===== src/rtl/fc_sched_pkg.sv =====
// Shared types and register map for the FC transmit scheduler.
package fc_sched;

  typedef enum logic [1:0] {
    IDLE  = 2'd0,
    XFER  = 2'd1,
    FLUSH = 2'd2
  } sched_state_t;

  localparam logic [2:0] REG_CREDIT  = 3'd0;
  localparam logic [2:0] REG_FRAMES0 = 3'd1;
  localparam logic [2:0] REG_FRAMES1 = 3'd2;
  localparam logic [2:0] REG_ORPHAN  = 3'd3;
  localparam logic [2:0] REG_ABORT   = 3'd4;
  localparam logic [2:0] REG_OVF     = 3'd5;
  localparam logic [2:0] REG_STATUS  = 3'd6;

endpackage


===== src/rtl/fc_bb_credit.sv =====
// Buffer-to-buffer credit counter: consumed by SOP transfers, returned by
// R_RDY, saturating at BB_CREDIT and reloaded while the link is down.
module fc_bb_credit #(
  parameter int BB_CREDIT = 8,
  parameter int CREDIT_W  = 8
) (
  input  logic                clk,
  input  logic                reset_n,
  input  logic                consume,
  input  logic                r_rdy,
  input  logic                active,
  output logic [CREDIT_W-1:0] credit,
  output logic                nonzero,
  output logic [31:0]         ovf_cnt
);

  localparam logic [CREDIT_W-1:0] BB = CREDIT_W'(BB_CREDIT);

  logic [CREDIT_W-1:0] credit_q, credit_d;
  logic [31:0]         ovf_q, ovf_d;

  // Next credit; a simultaneous consume and return cancel out.
  always_comb begin
    credit_d = credit_q;
    ovf_d    = ovf_q;
    if (!active) begin
      credit_d = BB;
    end else if (consume && !r_rdy) begin
      credit_d = credit_q - CREDIT_W'(1);
    end else if (r_rdy && !consume) begin
      if (credit_q >= BB) ovf_d = ovf_q + 32'd1;  // extra R_RDY is dropped
      else                credit_d = credit_q + CREDIT_W'(1);
    end
  end

  // Credit and overflow registers.
  always_ff @(posedge clk or negedge reset_n) begin
    if (!reset_n) begin
      credit_q <= BB;
      ovf_q    <= '0;
    end else begin
      credit_q <= credit_d;
      ovf_q    <= ovf_d;
    end
  end

  assign credit  = credit_q;
  assign nonzero = (credit_q != '0);
  assign ovf_cnt = ovf_q;

endmodule


===== src/rtl/fc_tx_scheduler.sv =====
// Frame-granular round-robin scheduler sharing the framer's user TX port
// between two sources, gated by link state and BB credit.
module fc_tx_scheduler import fc_sched::*; #(
  parameter int BB_CREDIT = 8,
  parameter int CREDIT_W  = 8
) (
  input  logic                clk,
  input  logic                reset_n,
  input  logic                active,
  input  logic                r_rdy,
  input  logic [31:0]         in0_data,
  input  logic                in0_valid,
  input  logic                in0_startofpacket,
  input  logic                in0_endofpacket,
  output logic                in0_ready,
  input  logic [31:0]         in1_data,
  input  logic                in1_valid,
  input  logic                in1_startofpacket,
  input  logic                in1_endofpacket,
  output logic                in1_ready,
  output logic [31:0]         out_data,
  output logic                out_valid,
  output logic                out_startofpacket,
  output logic                out_endofpacket,
  input  logic                out_ready,
  output logic [CREDIT_W-1:0] credit,
  input  logic [2:0]          mm_address,
  input  logic                mm_read,
  output logic [31:0]         mm_readdata
);

  sched_state_t state_q;
  logic         grant_q, last_q;
  logic [31:0]  frames0_q, frames1_q, orphan_q, abort_q, rdata_q, rdata_d;
  logic [31:0]  ovf_cnt;
  logic         nonzero;

  logic [31:0]  g_data;
  logic         g_valid, g_sop, g_eop;
  logic         elig0, elig1, pick, orph0, orph1, beat_xfer, sop_xfer;

  assign g_data  = grant_q ? in1_data          : in0_data;
  assign g_valid = grant_q ? in1_valid         : in0_valid;
  assign g_sop   = grant_q ? in1_startofpacket : in0_startofpacket;
  assign g_eop   = grant_q ? in1_endofpacket   : in0_endofpacket;

  assign elig0 = in0_valid & in0_startofpacket & active & nonzero;
  assign elig1 = in1_valid & in1_startofpacket & active & nonzero;
  // On a tie the source that did not win last time gets the port.
  assign pick  = (elig0 & elig1) ? ~last_q : elig1;

  // Stray mid-frame beats seen while idle are swallowed; held off in reset
  // so every output is quiet while reset_n is low.
  assign orph0 = reset_n & (state_q == IDLE) & in0_valid & ~in0_startofpacket;
  assign orph1 = reset_n & (state_q == IDLE) & in1_valid & ~in1_startofpacket;

  assign beat_xfer = (state_q == XFER) & g_valid & out_ready;
  assign sop_xfer  = beat_xfer & g_sop;

  fc_bb_credit #(
    .BB_CREDIT (BB_CREDIT),
    .CREDIT_W  (CREDIT_W)
  ) u_credit (
    .clk     (clk),
    .reset_n (reset_n),
    .consume (sop_xfer),
    .r_rdy   (r_rdy),
    .active  (active),
    .credit  (credit),
    .nonzero (nonzero),
    .ovf_cnt (ovf_cnt)
  );

  // Zero-latency pass-through of the owning source; quiet outside XFER.
  always_comb begin
    out_data          = '0;
    out_valid         = 1'b0;
    out_startofpacket = 1'b0;
    out_endofpacket   = 1'b0;
    in0_ready         = orph0;
    in1_ready         = orph1;
    if (state_q == XFER) begin
      out_data          = g_data;
      out_valid         = g_valid;
      out_startofpacket = g_sop;
      out_endofpacket   = g_eop;
      if (grant_q) in1_ready = out_ready;
      else         in0_ready = out_ready;
    end else if (state_q == FLUSH) begin
      if (grant_q) in1_ready = 1'b1;
      else         in0_ready = 1'b1;
    end
  end

  // Arbitration FSM. A completed EOP wins over a same-cycle link drop so the
  // flush never eats into the following frame.
  always_ff @(posedge clk or negedge reset_n) begin
    if (!reset_n) begin
      state_q <= IDLE;
      grant_q <= 1'b0;
      last_q  <= 1'b1;
      abort_q <= '0;
    end else begin
      case (state_q)
        IDLE: if (elig0 | elig1) begin
          grant_q <= pick;
          last_q  <= pick;
          state_q <= XFER;
        end
        XFER: if (beat_xfer & g_eop) begin
          state_q <= IDLE;
        end else if (!active) begin
          state_q <= FLUSH;
          abort_q <= abort_q + 32'd1;
        end
        FLUSH: if (g_valid & g_eop) state_q <= IDLE;
        default: state_q <= IDLE;
      endcase
    end
  end

  // Frame and orphan statistics.
  always_ff @(posedge clk or negedge reset_n) begin
    if (!reset_n) begin
      frames0_q <= '0;
      frames1_q <= '0;
      orphan_q  <= '0;
    end else begin
      if (sop_xfer && !grant_q) frames0_q <= frames0_q + 32'd1;
      if (sop_xfer &&  grant_q) frames1_q <= frames1_q + 32'd1;
      orphan_q <= orphan_q + {31'b0, orph0} + {31'b0, orph1};
    end
  end

  // Status register select.
  always_comb begin
    case (mm_address)
      REG_CREDIT:  rdata_d = 32'(credit);
      REG_FRAMES0: rdata_d = frames0_q;
      REG_FRAMES1: rdata_d = frames1_q;
      REG_ORPHAN:  rdata_d = orphan_q;
      REG_ABORT:   rdata_d = abort_q;
      REG_OVF:     rdata_d = ovf_cnt;
      REG_STATUS:  rdata_d = {29'b0, state_q, grant_q};
      default:     rdata_d = 32'hffff_ffff;
    endcase
  end

  // Registered read data, captured on mm_read.
  always_ff @(posedge clk or negedge reset_n) begin
    if (!reset_n)     rdata_q <= '0;
    else if (mm_read) rdata_q <= rdata_d;
  end

  assign mm_readdata = rdata_q;

endmodule


===== config.mk =====
export PLATFORM = sky130hd
export DESIGN_NAME = fc_tx_scheduler
export DESIGN_NICKNAME = d
export VERILOG_FILES = /design/src/rtl/fc_sched_pkg.sv /design/src/rtl/fc_bb_credit.sv /design/src/rtl/fc_tx_scheduler.sv
export SDC_FILE = /design/constraint.sdc
export NUM_CORES = 1
export LEC_CHECK = 0
export CAP_MARGIN = 20
export CORE_MARGIN = 5
export CORE_UTILIZATION = 47
export DETAILED_ROUTE_END_ITERATION = 10
export PLACE_DENSITY = 0.82
export SLEW_MARGIN = 25
export SYNTH_ARGS = -nofsm -noshare
export SYNTH_HDL_FRONTEND = slang
export SYNTH_SLANG_ARGS = --single-unit

===== constraint.sdc =====
create_clock -name clk -period 3.6 [get_ports clk]
set_input_delay 0.9 -clock clk [delete_from_list [all_inputs] [get_ports clk]]
set_output_delay 0.9 -clock clk [all_outputs]
set_load 0.02 [all_outputs]

==> flow_summary.yaml <==
synthesis:
  synth_cells: 1078
  yosysUniqueCellTypes: 56
  synth.area.top_cells: "dfrtp_1, xnor2_1, xor2_1, nor2_1, mux2i_1"
  synthesis.area_um2: 10600
  yosys_warnings: 0
  synth_nets: 1166
  synth_seq_cells: 204
  synthMostInstantiatedCell: "dfrtp_1"
  synth_top_area_frac: 0.476
  synthArstFlopShare: 1.00
  synthTopCellsByCount: "dfrtp_1, nor2_1, xnor2_1"
  synth_enable_flop_cells: 0
  synth_area_leader_cell: "dfrtp_1"
  synth_flop_cell: "dfrtp_1"
  yosysSeqAreaShare: 0.481
  avgSynthCellArea_um2: 9.85
floorplan:
  rows: 55
  die_area_um2: 25700
  io_pins: 156
  die_w_um: 160
  start_util: 0.473
  core_area_um2: 22400
  die_h_um: 160
place:
  portBuffers: 155
  pre_cts_slack_ps: -4.70
  hpwlAfterDp_mm: 21.8
  place_congestion: 0.918
route:
  drt_iter0_markers: 871
  routed_wl_mm: 29.8
  drcViolationCount: 0
  antenna_left: 0
  viasPerCell: 5.96
  wl_per_cell_um: 19.2
  via_count: 9244
  firstDrtPassIters: 5
sta:
  finalHoldViolations: 0
  rsz0062_at_grt: "no"
  setup_violations: 0
  min_period_over_period: 0.963
  slew_violations: 0
  fin_crit_ps: 3470
  worst_clock_skew_ps: 10.5
  worstMarginPinSlew_ps: 799
  fin_setup_tns_ps: 0
  whs_ps: 470
  fin_ws_ps: 134
  fmax_ghz: 0.289
  relSlewSlack: 0.468
power_and_ir_drop:
  ir_worst_vdd_v: 0.000343
  p_leak_nw: 5.85
  finalPower_mw: 6.62
  p_per_area_nw_per_um2: 491
critical_path:
  worst-path-buf-inv: 2
  r2r_start: "state_q[0]"
  setup.worst_path.start: "state_q[0]"
  worstPathRequired_ps: 2700
  crit_chain: "nand2b_1 > buf_4 > nor2_1 > clkdlybuf4s50_1"
  crit_type: "register to output port"
  cp_top_family: "buffers and inverters"
  start_kind: "register"
  crit_path_end_kind: "output port"
  crit_slowest_cell: "clkdlybuf4s50_1"
  arrival_ps: 2570
  cpPeakStageDelay_ps: 650
  cp_max_fo: 33
layout:
  n_antenna_cell: 0
  fillers: 1822
  area_delta_synth_final_pct: 27.1
  fin_nets: 1340
  utilization: 0.602
  drive_gt1_frac: 0.0837
global_route:
  first_global_vias: 9207
  antenna_found_initial: 0
  overflow: 0
  globalRouteTotalUtil: 0.228
  grt_pass1_wl_mm: 48.2
  grt_max_degree: 149
status:
  status: "complete, no violations"
cts:
  clk_pin_slew_ps: 60
  cts_buffer_depth: 3
  insertion_delay_ps: 500
  cts_tree: "yes"
  cts_max_level: 1
  cts_root_buffer: "clkbuf_16"
  hold_buffers: 0
  clock_sinks: 204
  numCtsBuffers: 23
worst_hold_path:
  hp-start: "frames0_q[31]"
  hold_class: "register to register"
job:
  drv_cap: 0
## worst paths after layout
path | to | slack [ps] | depth (start not counted)
worst max-delay path | out_data[1] | 130 | 4
worst min-delay path | frames0_q[31] | 470 | 1
worst max register to register | orphan_q[30] | 690 | 11
worst min register to register | frames0_q[31] | 470 | 1
max in group asynchronous | frames1_q[28] | 1740 | 3
min in group asynchronous | u_credit.credit[2] | 610 | 2
## registers in the layout (all words and copies together), names as in the netlist
signal,cells
abort_q,32
frames0_q,32
frames1_q,32
mm_readdata,32
orphan_q,32
u_credit.ovf_cnt,32
u_credit.credit,8
state_q,2
grant_q,1
last_q,1
## metal layers
layer	vias up	GRT usage	part of all wire
li1	4182	-	-
met1	4514	0.283	0.39
met2	462	0.392	0.49
met3	86	0.0518	0.089
met4	0	0.0813	0.038
met5	-	0	0
## worst reg2reg max path: stages (launching register included)
cell,delay [ps]
dfrtp_1,520
nor2_1,190
nand2_1,130
nor3b_2,270
buf_4,160
fa_1,290
ha_1,240
nand3_1,180
nor2_1,230
nand4_1,190
nor3_1,280
xnor2_1,140
## cell families (layout without fill, tap and decap cells)
family,Yosys count,count (layout),synth area share
muxes,51,51,0.0502
xor gates and xnor gates,158,158,0.130
buffers and inverters,75,264,0.0277
adders and majority gates,9,9,0.0113
AOI/OAI and AO/OA,129,129,0.0911
and+or+nand+nor,452,452,0.209
DFF,204,204,0.481
## through the flow
step | cell area [um2] | cells
finish | 13500 | 1552
global route | 13500 | 1552
CTS | 13500 | 1552
detailed placement | 12700 | 1512
global placement | 12700 | 1512
floorplan | 10600 | 1078
## power breakdown
group          switching, mW  leakage (nW)  internal, mW  total, mW
logic                  0.769          2.78         0.721       1.49
clock network          0.917         0.389          1.49       2.40
registers              0.270          2.68          2.46       2.73
total                   1.96          5.85          4.67       6.62
## cell usage in the layout (no fill, tap or decap), types with 5 or more instances in the layout
master           count
dfrtp_1            201
clkdlybuf4s50_1    153
nor2_1             127
xnor2_1            100
nand2_1             99
nand3_1             59
xor2_1              58
a22oi_1             57
nand4_1             46
mux2i_1             44
buf_4               42
nor3_1              36
a41oi_1             26
inv_1               24
clkbuf_16           23
and3_1              22
and4_1              15
nor4_1              12
a21oi_1              8
ha_1                 8
o21ai_0              7
clkinv_2             6
o22a_1               6
clkbuf_8             6
or4_1                5
and2_1               5
mux2_2               5
a31oi_1              5
## what timing repair did
action                                  4_1_cts  5_1_grt
buffers inserted                              0        0
endpoints found under the hold margin         0        0
pin swaps                                     0        0
gates resized for setup                       1        2
endpoints found under the setup margin        1        2
## area by class of cell
type,instances,area [um2],area share
multi-input combinational,799,5250,0.389
sequential,204,5110,0.378
timing repair buffer,199,1910,0.142
clock buffer,31,656,0.0486
tap,285,357,0.0264
clock inverter,9,124,0.00917
inverter,25,95.1,0.00704
(Power assumes the default switching activity.)
